[src/rtl/vga_sync_gen.sv]
// VGA raster timing generator: pixel/line counters, sync pulses, display enable,
// line/frame strobes and a free-running completed-frame counter.
module vga_sync_gen #(
  parameter int unsigned H_DISPLAY        = 640,
  parameter int unsigned H_FRONT          = 16,
  parameter int unsigned H_SYNC           = 96,
  parameter int unsigned H_BACK           = 48,
  parameter int unsigned V_DISPLAY        = 480,
  parameter int unsigned V_FRONT          = 10,
  parameter int unsigned V_SYNC           = 2,
  parameter int unsigned V_BACK           = 33,
  parameter int unsigned SYNC_ACTIVE_HIGH = 0,
  parameter int unsigned FRAME_W          = 8
) (
  input  logic               clk,
  input  logic               reset,
  input  logic               frame_hold,
  output logic [9:0]         hpos,
  output logic [9:0]         vpos,
  output logic               hsync,
  output logic               vsync,
  output logic               display_on,
  output logic               line_end,
  output logic               frame_end,
  output logic [FRAME_W-1:0] frame_count
);

  localparam int unsigned CNT_W   = 10;
  localparam int unsigned H_TOTAL = H_DISPLAY + H_FRONT + H_SYNC + H_BACK;
  localparam int unsigned V_TOTAL = V_DISPLAY + V_FRONT + V_SYNC + V_BACK;
  localparam int unsigned H_SS    = H_DISPLAY + H_FRONT;
  localparam int unsigned H_SE    = H_DISPLAY + H_FRONT + H_SYNC;
  localparam int unsigned V_SS    = V_DISPLAY + V_FRONT;
  localparam int unsigned V_SE    = V_DISPLAY + V_FRONT + V_SYNC;
  localparam logic        SYNC_ON = (SYNC_ACTIVE_HIGH != 0);

  logic [CNT_W-1:0]   hpos_q, hpos_d;
  logic [CNT_W-1:0]   vpos_q, vpos_d;
  logic [FRAME_W-1:0] frame_count_q, frame_count_d;
  logic               last_pix, last_line;
  logic               h_in_sync, v_in_sync, in_display;

  // Position decode; everything here is zero-latency relative to the counters.
  always_comb begin
    last_pix   = (hpos_q == CNT_W'(H_TOTAL - 1));
    last_line  = (vpos_q == CNT_W'(V_TOTAL - 1));
    h_in_sync  = (hpos_q >= CNT_W'(H_SS)) && (hpos_q < CNT_W'(H_SE));
    v_in_sync  = (vpos_q >= CNT_W'(V_SS)) && (vpos_q < CNT_W'(V_SE));
    in_display = (hpos_q < CNT_W'(H_DISPLAY)) && (vpos_q < CNT_W'(V_DISPLAY));
  end

  // Next-state: hpos every clock, vpos on the last pixel, frame_count on frame end.
  always_comb begin
    hpos_d        = hpos_q + CNT_W'(1);
    vpos_d        = vpos_q;
    frame_count_d = frame_count_q;
    if (last_pix) begin
      hpos_d = '0;
      vpos_d = last_line ? '0 : vpos_q + CNT_W'(1);
      if (last_line && !frame_hold) begin
        frame_count_d = frame_count_q + FRAME_W'(1);
      end
    end
  end

  always_ff @(posedge clk) begin
    if (reset) begin
      hpos_q        <= '0;
      vpos_q        <= '0;
      frame_count_q <= '0;
    end else begin
      hpos_q        <= hpos_d;
      vpos_q        <= vpos_d;
      frame_count_q <= frame_count_d;
    end
  end

  // Strobes and syncs are forced inactive for as long as reset is held.
  always_comb begin
    hpos        = hpos_q;
    vpos        = vpos_q;
    frame_count = frame_count_q;
    display_on  = 1'b0;
    line_end    = 1'b0;
    frame_end   = 1'b0;
    hsync       = ~SYNC_ON;
    vsync       = ~SYNC_ON;
    if (!reset) begin
      display_on = in_display;
      line_end   = last_pix;
      frame_end  = last_pix && last_line;
      hsync      = h_in_sync ? SYNC_ON : ~SYNC_ON;
      vsync      = v_in_sync ? SYNC_ON : ~SYNC_ON;
    end
  end

endmodule

[config.mk]
export PLATFORM = sky130hd
export DESIGN_NAME = vga_sync_gen
export DESIGN_NICKNAME = d
export VERILOG_FILES = /design/src/rtl/vga_sync_gen.sv
export SDC_FILE = /design/constraint.sdc
export NUM_CORES = 1
export LEC_CHECK = 0
export ABC_AREA = 1
export CAP_MARGIN = 15
export CORE_MARGIN = 4
export CORE_UTILIZATION = 42
export CTS_BUF_LIST = sky130_fd_sc_hd__clkbuf_2 sky130_fd_sc_hd__clkbuf_4 sky130_fd_sc_hd__clkbuf_8
export DETAILED_ROUTE_END_ITERATION = 10
export DONT_BUFFER_PORTS = 1
export GPL_ROUTABILITY_DRIVEN = 0
export GPL_TIMING_DRIVEN = 0
export SYNTH_ARGS = -nofsm -noshare
export SYNTH_HDL_FRONTEND = slang
export SYNTH_SLANG_ARGS = --single-unit
[constraint.sdc]
create_clock -name clk -period 4.4 [get_ports clk]
set_input_delay 0.88 -clock clk [delete_from_list [all_inputs] [get_ports clk]]
set_output_delay 0.88 -clock clk [all_outputs]
set_load 0.05 [all_outputs]
==> results.sh <==
export IMPL_status="complete, no violations"
export IMPL_p_switching_mw=0.107
export IMPL_ir_worst_vdd_v=0.000159
export IMPL_max_cap_viol_count=0
export IMPL_tightest_slew_ps=1220
export IMPL_portBuffers=0
export IMPL_hold_path_class="in -> reg"
export IMPL_synth_edff_count=0
export IMPL_fp_dieH_um=69.8
export IMPL_crit_fanout=10
export IMPL_setup_ws_ps=791
export IMPL_fp_dieArea_um2=4870
export IMPL_h_tree_depth=1
export IMPL_final_min_clock_period_ps=3610
export IMPL_synth_flop_cell="dfxtp_1"
export IMPL_fp_row_count=22
export IMPL_rsz0062_at_grt="false"
export IMPL_grt_usage=0.155
export IMPL_setup_violations=0
export IMPL_start_util=0.438
export IMPL_fin_crit_sh=0.820
export IMPL_drt_iter0_drc=44
export IMPL_drc=0
export IMPL_cts_sinks=28
export IMPL_critical_path_class="reg -> out"
export IMPL_yosys_warnings=0
export IMPL_cts_buffers_inserted=3
export IMPL_clkPwrFrac=0.428
export IMPL_p_int_mw=0.381
export IMPL_io_pins=36
export IMPL_grt_max_degree=17
export IMPL_ant_nets=0
export IMPL_clockBufferDepth=2
export IMPL_cts_resized=0
export IMPL_hold_start="reset"
export IMPL_grt_ovfl_total=0
export IMPL_startpoint="hpos[0]"
export IMPL_synth_seq_cells=28
export IMPL_drv_slew=0
export IMPL_critPathRequiredTime_ps=3520
export IMPL_comb_power_share=0.027
export IMPL_fmax_mhz=277
export IMPL_setup_tns_ps=0
export IMPL_worstRegToRegCells=8
export IMPL_viasPerCell=4.96
export IMPL_syn2layout_area_growth_pct=8.59
export IMPL_cts_post_setup_buffers_inserted=0
export IMPL_root_buffer="clkbuf_8"
export IMPL_synth_distinct_cells=30
export IMPL_synth_avg_cell_area_um2=6.91
export IMPL_seqPwrFrac=0.545
export IMPL_netlist_area_um2=1600
export IMPL_final_hold_violation_count=0
export IMPL_coreArea_um2=3660
export IMPL_wirelength_um=3560
export IMPL_first_pass_iters=4
export IMPL_maxSlewHeadroom=0.183
export IMPL_grt_antenna_before_repair=0
export IMPL_whs_ps=655
export IMPL_r2r_start="hpos[0]"
export IMPL_dp_hpwl_um=2730
export IMPL_power_density_nw_per_um2=281
export IMPL_grt_pass1_wl_um=6230
export IMPL_whs_endpoint="vpos[7]"
export IMPL_critPathCaptureType="primary output"
export IMPL_holdBufCountCts=0
export IMPL_routedWlPerCell_um=12.5
export IMPL_vias=1408
export IMPL_start_kind="register"
export IMPL_syn_num_nets=241
export IMPL_fin_skew_ps=2.55
export IMPL_reg2reg_to="vpos[1]"
export IMPL_synthArstFlopShare=0
export IMPL_n_antenna_cell=0
export IMPL_postSynthCellCount=232
export IMPL_holdPathStages=1
export IMPL_p_leak_nw=0.699
export IMPL_clk_latency_ps=280
export IMPL_drive_above_1_share=0.0932
export IMPL_fin_nets=246
export IMPL_r2r_slack_ps=1710
export IMPL_place_ws_ps=1070
export IMPL_critPathArrivalTime_ps=2730
export IMPL_grt_pass1_vias=1322
export IMPL_cts_tree="yes"
export IMPL_die_w_um=69.8
export IMPL_netSwitchingFraction=0.219
export IMPL_seq_area_frac_synth=0.350
export IMPL_clkTransAtPathRegs_ps=100
-- cell usage after synthesis, types with 2 or more instances --
library cell,count,area share
inv_2,2,0.0047
nor2_2,3,0.012
ha_1,6,0.047
inv_1,30,0.070
nand2_2,3,0.012
nor2_8,2,0.025
nand2_1,54,0.13
nor3b_1,4,0.019
nand3b_1,2,0.0094
nand4_1,3,0.012
a21oi_1,16,0.050
nor3_1,5,0.016
o21ai_0,4,0.012
xor2_1,5,0.027
nand3_1,22,0.069
nor2_1,30,0.070
dfxtp_1,28,0.35
-- power by group through the flow --
stage / sequential [mW] / combinational [mW] / clock, mW
2_1_floorplan: 0.271 / 0.0105 / 0
5_1_grt: 0.267 / 0.0150 / 0.221
4_1_cts: 0.266 / 0.0134 / 0.215
6_report: 0.266 / 0.0130 / 0.209
3_3_place_gp: 0.272 / 0.0128 / 0
3_5_place_dp: 0.272 / 0.0133 / 0
-- flip-flops by register name, summed over array words and instances (netlist names) --
signal       flops
hpos            10
frame_count      8
vpos            10
-- metal layers --
metal | global-route usage | wire length (µm) | up-vias
met5 | 0 | 0 | -
met4 | 0.0447 | 50 | 0
met3 | 0.0435 | 224 | 5
met2 | 0.252 | 1670 | 31
met1 | 0.199 | 1610 | 622
li1 | - | - | 750
-- worst max-delay path, cell delays in order (launching register included) --
cell and delay [ps]:
dfxtp_1 710, ha_1 270, nand2_1 80, nor2_2 190, inv_2 100, nor2_8 200
buf_6 170, nand2_1 60, nor2_1 670
-- cells in the final DEF (no fill, tap or decap), drive strengths merged --
cell type  instances
xnor2              1
nand3             23
o211ai             1
clkbuf             4
xor2               5
ha                 6
dfxtp             28
a21oi             17
nand3b             2
nor2              36
bufinv             1
o21ai              5
buf                2
nor4               1
inv               32
nand2             57
or2                1
nand4              4
nor3               5
and3               1
nor3b              4
-- area by class of cell --
class / instances / area, µm²
Clock buffer: 3 / 41.3
Multi-Input combinational cell: 169 / 908
Clock inverter: 1 / 30.0
Inverter: 32 / 120
Buffer: 3 / 20.0
Fill cell: 395 / 1920
Sequential cell: 28 / 561
Tap cell: 48 / 60.1
-- through the flow --
step	power [mW]	instance area, µm²	util	std cells
after CTS	0.494	1740	0.475	284
after detailed placement	0.285	1670	0.456	280
after global routing	0.503	1740	0.475	284
after global placement	0.285	1660	0.454	280
after floorplan	0.282	1600	-	232
final	0.488	1740	0.475	284
-- how the worst max path moves through the flow --
| stage | end | slack (ps) | depth (start not counted) |
|---|---|---|---|
| 2_1_floorplan | display_on | 940 | 3 |
| 3_3_place_gp | display_on | 800 | 3 |
| 3_5_place_dp | frame_end | 1070 | 8 |
| 4_1_cts | frame_end | 740 | 8 |
| 5_1_grt | frame_end | 570 | 8 |
| 6_report | frame_end | 790 | 8 |
-- cells by family (layout without fill, tap and decap cells) --
logic type,after synthesis,count (layout),synth area share
xor+xnor,6,6,0.0328
simple gates,134,134,0.408
flops,28,28,0.350
buf+inv,35,39,0.0874
compound gates,23,23,0.0757
fa+ha+maj,6,6,0.0468
Power figures use the tool's default switching activity.
